### config.mk
export PLATFORM = sky130hd
export DESIGN_NAME = prog_loader
export DESIGN_NICKNAME = d
export VERILOG_FILES = /design/src/rtl/prog_loader.sv
export SDC_FILE = /design/constraint.sdc
export NUM_CORES = 1
export LEC_CHECK = 0
export BUFFER_PORTS_ARGS = -buffer_cell sky130_fd_sc_hd__buf_2
export CORE_MARGIN = 2
export CORE_UTILIZATION = 30
export CTS_CLUSTER_SIZE = 8
export DETAILED_ROUTE_END_ITERATION = 8
export GPL_TIMING_DRIVEN = 0
export PLACE_DENSITY = 0.54
export SLEW_MARGIN = 20
export SYNTH_ARGS = -nofsm -noshare
export SYNTH_HDL_FRONTEND = slang
export SYNTH_SLANG_ARGS = --single-unit
export TNS_END_PERCENT = 100
### constraint.sdc
create_clock -name clk -period 1.9 [get_ports clk]
set_input_delay 0.285 -clock clk [delete_from_list [all_inputs] [get_ports clk]]
set_output_delay 0.285 -clock clk [all_outputs]
set_load 0.005 [all_outputs]
### src/rtl/prog_loader.sv
// Streaming program loader: header-directed writes into IMEM, DMEM (bytewise) and the RF, then releases the CPU.
// Optional feature macro: PROG_LOADER_CHECKSUM_EN gates RUN on a 16-bit checksum of the loaded data words.
module prog_loader (
    input  logic        clk,
    input  logic        reset,
    input  logic        in_valid,
    input  logic [31:0] in_data,
    output logic        in_ready,
    output logic        imem_we,
    output logic [15:0] imem_addr,
    output logic [31:0] imem_wdata,
    output logic        dmem_we,
    output logic [15:0] dmem_addr,
    output logic [7:0]  dmem_wdata,
    output logic        rf_we,
    output logic [4:0]  rf_addr,
    output logic [31:0] rf_wdata,
    output logic        cpu_hold,
    output logic        done,
    output logic        err
);
    localparam int unsigned DW = 32;
    localparam int unsigned AW = 16;
    localparam int unsigned CW = 14;
    localparam int unsigned RW = 5;

    typedef enum logic [1:0] {S_IDLE, S_DATA, S_DBYTE, S_RUN} state_t;
    typedef enum logic [1:0] {T_IMEM = 2'b00, T_DMEM = 2'b01, T_RF = 2'b10, T_RUN = 2'b11} target_t;

    state_t          state_q, state_d;
    logic [1:0]      tgt_q, tgt_d;
    logic [CW-1:0]   cnt_q, cnt_d;
    logic [AW-1:0]   addr_q, addr_d;
    logic [DW-1:0]   word_q, word_d;
    logic [1:0]      byte_q, byte_d;
    logic            in_ready_d, imem_we_d, dmem_we_d, rf_we_d, cpu_hold_d, done_d;
    logic [AW-1:0]   imem_addr_d, dmem_addr_d;
    logic [DW-1:0]   imem_wdata_d, rf_wdata_d;
    logic [7:0]      dmem_wdata_d;
    logic [RW-1:0]   rf_addr_d;
    logic            fire;
`ifdef PROG_LOADER_CHECKSUM_EN
    logic [AW-1:0]   csum_q, csum_d;
    logic            err_q, err_d;
    assign err = err_q;
`else
    assign err = 1'b0;
`endif

    assign fire = in_valid && in_ready;

    // Next-state and next-output computation; write enables default to a single-cycle pulse.
    always_comb begin
        state_d      = state_q;
        tgt_d        = tgt_q;
        cnt_d        = cnt_q;
        addr_d       = addr_q;
        word_d       = word_q;
        byte_d       = byte_q;
        imem_we_d    = 1'b0;
        dmem_we_d    = 1'b0;
        rf_we_d      = 1'b0;
        imem_addr_d  = imem_addr;
        imem_wdata_d = imem_wdata;
        dmem_addr_d  = dmem_addr;
        dmem_wdata_d = dmem_wdata;
        rf_addr_d    = rf_addr;
        rf_wdata_d   = rf_wdata;
`ifdef PROG_LOADER_CHECKSUM_EN
        csum_d       = csum_q;
        err_d        = err_q;
`endif
        case (state_q)
            S_IDLE: begin
                if (fire) begin
                    if (in_data[31:30] == T_RUN) begin
`ifdef PROG_LOADER_CHECKSUM_EN
                        if (in_data[15:0] == csum_q) state_d = S_RUN;
                        else                         err_d   = 1'b1;
`else
                        state_d = S_RUN;
`endif
                    end else if (in_data[29:16] != '0) begin
                        tgt_d   = in_data[31:30];
                        cnt_d   = in_data[29:16];
                        addr_d  = in_data[15:0];
                        state_d = S_DATA;
                    end
                end
            end
            S_DATA: begin
                if (fire) begin
                    cnt_d = cnt_q - CW'(1);
`ifdef PROG_LOADER_CHECKSUM_EN
                    csum_d = csum_q + in_data[15:0];
`endif
                    case (tgt_q)
                        T_IMEM: begin
                            imem_we_d    = 1'b1;
                            imem_addr_d  = addr_q;
                            imem_wdata_d = in_data;
                            addr_d       = addr_q + AW'(4);
                            if (cnt_q == CW'(1)) state_d = S_IDLE;
                        end
                        T_RF: begin
                            rf_we_d     = (addr_q[4:0] != '0);
                            rf_addr_d   = addr_q[4:0];
                            rf_wdata_d  = in_data;
                            addr_d[4:0] = addr_q[4:0] + RW'(1);
                            if (cnt_q == CW'(1)) state_d = S_IDLE;
                        end
                        T_DMEM: begin
                            dmem_we_d    = 1'b1;
                            dmem_addr_d  = addr_q;
                            dmem_wdata_d = in_data[31:24];
                            word_d       = {in_data[23:0], 8'h00};
                            byte_d       = 2'd0;
                            state_d      = S_DBYTE;
                        end
                        default: state_d = S_IDLE;
                    endcase
                end
            end
            S_DBYTE: begin
                // byte_q names the byte currently on the port; the last one closes the word.
                if (byte_q == 2'd3) begin
                    addr_d  = addr_q + AW'(4);
                    state_d = (cnt_q == '0) ? S_IDLE : S_DATA;
                end else begin
                    dmem_we_d    = 1'b1;
                    dmem_addr_d  = dmem_addr + AW'(1);
                    dmem_wdata_d = word_q[31:24];
                    word_d       = {word_q[23:0], 8'h00};
                    byte_d       = byte_q + 2'd1;
                end
            end
            default: ;
        endcase
        in_ready_d = (state_d == S_IDLE) || (state_d == S_DATA);
        cpu_hold_d = (state_d != S_RUN);
        done_d     = (state_d == S_RUN);
    end

    // State and registered outputs.
    always_ff @(posedge clk) begin
        if (reset) begin
            state_q    <= S_IDLE;
            tgt_q      <= 2'b00;
            cnt_q      <= '0;
            addr_q     <= '0;
            word_q     <= '0;
            byte_q     <= 2'd0;
            in_ready   <= 1'b1;
            imem_we    <= 1'b0;
            imem_addr  <= '0;
            imem_wdata <= '0;
            dmem_we    <= 1'b0;
            dmem_addr  <= '0;
            dmem_wdata <= '0;
            rf_we      <= 1'b0;
            rf_addr    <= '0;
            rf_wdata   <= '0;
            cpu_hold   <= 1'b1;
            done       <= 1'b0;
`ifdef PROG_LOADER_CHECKSUM_EN
            csum_q     <= '0;
            err_q      <= 1'b0;
`endif
        end else begin
            state_q    <= state_d;
            tgt_q      <= tgt_d;
            cnt_q      <= cnt_d;
            addr_q     <= addr_d;
            word_q     <= word_d;
            byte_q     <= byte_d;
            in_ready   <= in_ready_d;
            imem_we    <= imem_we_d;
            imem_addr  <= imem_addr_d;
            imem_wdata <= imem_wdata_d;
            dmem_we    <= dmem_we_d;
            dmem_addr  <= dmem_addr_d;
            dmem_wdata <= dmem_wdata_d;
            rf_we      <= rf_we_d;
            rf_addr    <= rf_addr_d;
            rf_wdata   <= rf_wdata_d;
            cpu_hold   <= cpu_hold_d;
            done       <= done_d;
`ifdef PROG_LOADER_CHECKSUM_EN
            csum_q     <= csum_d;
            err_q      <= err_d;
`endif
        end
    end
endmodule

* Yosys cells after proc, flatten, opt, wreduce, memory -nomap -nowiden
Index checks and enable logic that the tools add are counted.
** Word-level totals
- Register bits :: 183
- Bits in latches :: 0
- Bits in writable memories :: 0
- Memory bits (read-only) :: 0
- Input bits :: 35
- Output and inout bits :: 116
- Word-level logic and storage cells :: 111
- Memories kept :: 0
** Operators by class
- Add/subtract/negate cells :: 5
- Multipliers :: 0
- Div/mod/pow operators :: 0
- Magnitude comparators :: 0
- Equal/unequal tests :: 19
- Shifts and indexed selects :: 0
- Muxes and demuxes :: 43
- Bitwise gates (word level) :: 4
- Reduce and logical (&&, ||, !) cells :: 21
** Operator list (number)
- $mux 16 :: 8
- $mux 32 :: 3
- $pmux 32 s2 :: 1
- $mux 14 :: 4
- $pmux 16 s3 :: 1
- $pmux 16 s2 :: 1
- $pmux 14 s2 :: 1
- $mux 8 :: 3
- $mux 2 :: 9
- $add 16x1->16 const B :: 1
- $add 16x3->16 const B :: 1
- $ne 2x2->1 const B :: 8
- $pmux 8 s2 :: 1
- $eq 14x1->1 const B :: 1
- $logic_not 14->1 :: 1
- $reduce_and 7->1 :: 2
- $reduce_bool 14->1 :: 1
- $sub 14x1->14 const B :: 1
- $mux 11 :: 1
- $eq 2x2->1 const B :: 5
- $pmux 5 s2 :: 1
- $pmux 2 s2 :: 2
- $reduce_and 4->1 :: 2
- $eq 2x1->1 const B :: 3
- other kinds (19) :: 30

* Depth between registers and ports, before layout
- Depth in word-level cells :: 7
- Mapped depth :: 9
- Depth with buffers taken out :: 7

* Worst setup path after synthesis
Ideal clock, no wire load.
- Kind :: register to register
- From :: register state_q[1]
- To :: register addr_q[0]
- Setup time :: 121 ps
- Arrival time :: 1726 ps
- Required time :: 1779 ps
- Path slack :: 52 ps
- Stages on the path, launching flop included :: 9
- Buffers on the path :: 1
- Period minus slack after synthesis :: 1848 ps
- Cells stage by stage :: dfxtp_1 > inv_1 > ha_1 > buf_2 > a21bo_1 > and3_1 > a41oi_4 > nor2_2 > mux2_4
** On the way
- Cells in the longest elaborated chain, start to end :: 3
- Elaborated cells on any way between the ends :: 12
- Those cells by class :: 8 x eq/ne; 1 x mux; 3 x reduce/logical
** RTL lines
- start: declaration :: RTL line 30 : state_t state_q, state_d;
- start signal: assignment :: RTL line 170 : state_q <= state_d;
- $eq 2x1->1, or another cell as far along :: RTL line 73 : case (state_q)
- $ne 3x2->1 (no line), or another cell as far along
- $reduce_and 7->1 (no line)
- end signal: assignment :: RTL line 173 : addr_q <= addr_d;
- end: declaration :: RTL line 33 : logic [AW-1:0] addr_q, addr_d;
Several ways; a longest one is shown, not always the timed one.
A chain may end at the register's enable or synchronous reset.

* Final worst setup path
- From :: register state_q[1]
- To :: register addr_q[1]
The elaborated chain is that of the path after synthesis.

==> results.py <==
metrics = {
    "run_status": {
        "status": "finished with violations",
        "violations": "negative setup slack",
    },
    "global_routing": {
        "grt_use_met3_pct": 3.79,
        "grt_use_met1_pct": 30.1,
        "gr-total-overflow": 0,
        "number_of_global_route_vias_before_repair": 7657,
        "grt_util_met2_pct": 32.1,
        "grtUsageTotal_pct": 20.9,
        "top_usage_layer": "met2",
        "grt_max_degree": 20,
        "grt_pass1_wl_um": 45500,
        "number_of_antenna_violations_at_the_first_check_in_global_routing": 0,
    },
    "critical_path": {
        "critical_path.reg2reg.startpoint": "state_q[1]",
        "r2r.worst_path.cells": 9,
        "timing.critical_path.required_ps": 2220,
        "setup.worst_path.end_class": "flop",
        "critical_path_peak_fanout": 7,
        "r2r_slack_ps": -20,
        "cp_data_arrival_time_ps": 2240,
        "timing.setup.critical_path_class": "reg2reg",
        "critical_path.reg2reg.endpoint": "addr_q[1]",
        "start_kind": "flop",
    },
    "power": {
        "internal-power_w": 0.00728,
        "power_per_cell_area_nw_per_um2": 1000,
        "power_leakage_nw": 4.22,
        "seq_power_share_pct": 39.7,
        "power.switching_fraction_pct": 32.3,
        "net_switching_power_w": 0.00348,
        "max-vdd-ir-drop_mv": 0.557,
        "p_comb_share_pct": 25.6,
        "power.clock.fraction_pct": 34.7,
    },
    "place": {
        "postPlaceCellArea_um2": 9280,
        "hpwlAfterDp_um": 21500,
        "gp_routability_congestion": 0.901,
        "buffer_ports.inserted": 148,
    },
    "worst_hold_path": {
        "min_delay_endpoint": "rf_wdata[1]",
        "hp-start": "in_data[1]",
        "class_of_the_tightest_hold_or_removal_check": "in2reg",
        "worst_hold_path.num_cells": 3,
    },
    "clock_network": {
        "clock-root-buffer": "sky130_fd_sc_hd__clkbuf_16",
        "htree_num_levels": 4,
        "number_of_buffers_created_by_cts": 17,
        "cts_hold_buffers": 0,
        "worst_setup_hold_path_clk_slew_ps": 70,
        "ctsLongestPathBuffers": 2,
        "cts.sink_count": 175,
        "clk-insertion-delay-late_ps": 440,
        "tritoncts_clock_tree": "built",
    },
    "die": {
        "initial_core_util_pct": 30.4,
        "core_region_area_um2": 26700,
        "floorplan.die_area_um2": 28400,
        "floorplan.rows": 60,
        "die_x_um": 168,
        "dieHeight_um": 168,
        "number_of_top_level_design_ports": 151,
    },
    "synthesis": {
        "synthAdderAreaFrac_pct": 1.85,
        "ys_ff_latch": 175,
        "yosys.area_share.xor_xnor_pct": 0.324,
        "synth_area_per_cell_um2": 7.98,
        "post_synthesis_cell_type_count": 73,
        "netlist_instances": 1017,
        "synth.yosys.seq_area_share_pct": 43.2,
        "synth_enable_flop_cells": 0,
        "netlist_area_um2": 8120,
        "ys.warnings.count": 0,
        "dominantRegCellSynth": "sky130_fd_sc_hd__dfxtp_1",
        "synth_compound_area_share_pct": 21.8,
        "ys_async_sr_fraction_pct": 0,
        "synth_fp_nets": 1064,
        "synth_mux_area_share_pct": 4.58,
        "combinational_family_with_the_most_area_after_synthesis": "simple AND/OR/NAND/NOR gates",
        "synth-simple-area-share_pct": 22.9,
    },
    "detailed_routing": {
        "route.detailed.wl_per_inst_um": 19.6,
        "postRouteAntennaNets": 0,
        "detail_route.first_pass.iterations": 6,
        "avgViaCountPerCell": 5.23,
        "vias": 8212,
        "drt_initial_violations": 649,
        "routed_wl_um": 30800,
        "remaining_drc_errors": 0,
    },
    "cells_and_area": {
        "area.growth.synth_to_final_pct": 32.0,
        "drive_above_1_share_pct": 27.7,
        "most-common-layout-cells": "sky130_fd_sc_hd__nand2_1, sky130_fd_sc_hd__dfxtp_1, sky130_fd_sc_hd__buf_2, sky130_fd_sc_hd__a21oi_1, sky130_fd_sc_hd__nor2_1",
        "final_design_area_no_fill_um2": 10700,
        "final_net_count": 1263,
        "most_common_cell_after_layout_fill_and_taps_aside": "sky130_fd_sc_hd__nand2_1",
        "final_core_utilization_pct": 40.1,
        "insertedDiodeCount": 0,
    },
    "timing": {
        "maxClockFrequency_mhz": 521,
        "finalCriticalPeriod_ps": 1920,
        "skew_ps": 10.3,
        "min_period_over_period_pct": 101,
        "finalSetupViolCount": 4,
        "grt_setup_unrepaired": "true",
        "finalWorstSetupSlack_ps": -19.8,
        "final-hold-violation-count": 0,
        "max-slew-margin-rel_pct": 42.7,
        "holdWs_ps": 137,
        "report.final.slew_viol_count": 0,
        "max_slew.worst_pin.slew_ps": 860,
    },
    "job": {
        "cap_violations": 0,
    },
}
## critical path: stages (launching register included)
cell and delay, ps:
sky130_fd_sc_hd__dfxtp_2 340, sky130_fd_sc_hd__inv_2 80, sky130_fd_sc_hd__ha_4 160, sky130_fd_sc_hd__buf_8 120
sky130_fd_sc_hd__a21bo_1 220, sky130_fd_sc_hd__and3_4 170, sky130_fd_sc_hd__a41oi_4 220, sky130_fd_sc_hd__buf_6 150
sky130_fd_sc_hd__nor2_4 40, sky130_fd_sc_hd__mux2_4 310
## sequential cells by signal, summed over array words and instances (netlist names), 2 cells and up
| name | cells |
|---|---|
| imem_addr | 16 |
| rf_wdata | 32 |
| word_q | 24 |
| imem_wdata | 32 |
| rf_addr | 5 |
| dmem_addr | 16 |
| dmem_wdata | 8 |
| cnt_q | 14 |
| byte_q | 2 |
| tgt_q | 2 |
| state_q | 2 |
| addr_q | 16 |
## cell usage after synthesis (6+ instances only)
cell / n / area [um2]
sky130_fd_sc_hd__a21o_1: 9 / 67.6
sky130_fd_sc_hd__dfxtp_1: 175 / 3500
sky130_fd_sc_hd__a31oi_1: 7 / 43.8
sky130_fd_sc_hd__mux2i_1: 33 / 330
sky130_fd_sc_hd__nor2b_1: 13 / 81.3
sky130_fd_sc_hd__nor2_1: 62 / 233
sky130_fd_sc_hd__inv_1: 19 / 71.3
sky130_fd_sc_hd__nand2_1: 223 / 837
sky130_fd_sc_hd__a211oi_1: 32 / 240
sky130_fd_sc_hd__ha_1: 12 / 150
sky130_fd_sc_hd__clkbuf_1: 42 / 158
sky130_fd_sc_hd__buf_2: 34 / 170
sky130_fd_sc_hd__a21oi_1: 140 / 701
sky130_fd_sc_hd__nand3_1: 31 / 155
sky130_fd_sc_hd__nand2b_1: 9 / 56.3
sky130_fd_sc_hd__nand4_1: 7 / 43.8
sky130_fd_sc_hd__nor3_1: 15 / 75.1
sky130_fd_sc_hd__o21ai_0: 35 / 175
sky130_fd_sc_hd__and3_1: 7 / 43.8
sky130_fd_sc_hd__o32ai_1: 7 / 61.3
sky130_fd_sc_hd__o22ai_1: 6 / 37.5
sky130_fd_sc_hd__and2_1: 8 / 50.1
## worst max-delay path by stage
stage                     depth (start not counted)  slack (ps)             to        from
after floorplan                                   8          50      addr_q[0]  state_q[1]
after global placement                            7        -460     word_q[28]  state_q[0]
after detailed placement                          7        -460     word_q[29]  state_q[0]
after CTS                                        11         -50      addr_q[4]  state_q[1]
after global routing                             10        -100  dmem_addr[14]  state_q[0]
final                                             9         -20      addr_q[1]  state_q[1]
## cell families after synthesis
logic type / after synthesis
other: 1
XOR/XNOR: 3
multiplexers: 36
adder cells (fa/ha/maj): 12
buffers and inverters: 101
AND/OR/NAND/NOR: 405
AO/OA/AOI/OAI: 284
flip-flops: 175
## area by class of cell
cell class,count,area [um2]
plain buffers,77,547
clock buffers,19,433
clock inverters,13,175
fillers,2756,16000
inverters,20,77.6
multi-input cells,742,4430
flip-flops and latches,175,3510
well taps,341,427
repair buffers,183,1110
## power by group through the flow
| stage | Clock (W) | Sequential [W] | Combinational [W] |
|---|---|---|---|
| finish | 0.00373 | 0.00427 | 0.00275 |
| global route | 0.00394 | 0.00430 | 0.00298 |
| CTS | 0.00380 | 0.00424 | 0.00244 |
| detailed placement | 0 | 0.00432 | 0.00212 |
| global placement | 0 | 0.00431 | 0.00211 |
| floorplan | 0 | 0.00425 | 0.00138 |
## per-layer routing
layer,wire (um),vias to the layer above
li1,-,3941
met1,14700,3947
met2,13500,287
met3,2100,37
met4,522,0
met5,0,-
## stage by stage
| step | instances | TNS [ps] | total power, W | setup WS, ps |
|---|---|---|---|---|
| 2_1_floorplan | 1017 | 0 | 0.00563 | 52.5 |
| 3_3_place_gp | 1506 | -40600 | 0.00642 | -458 |
| 3_5_place_dp | 1506 | -44510 | 0.00644 | -458 |
| 4_1_cts | 1557 | -172 | 0.0105 | -49.2 |
| 5_1_grt | 1570 | -1020 | 0.0112 | -103 |
| 6_report | 1570 | -31.4 | 0.0108 | -19.8 |
## what timing repair did
item,CTS,global route
cloned,2,5
buffers inserted,18,12
resized for setup,99,66
pin swaps,12,30
endpoints found under the setup margin,154,140
Note: power is estimated with default switching activity, not from simulation.
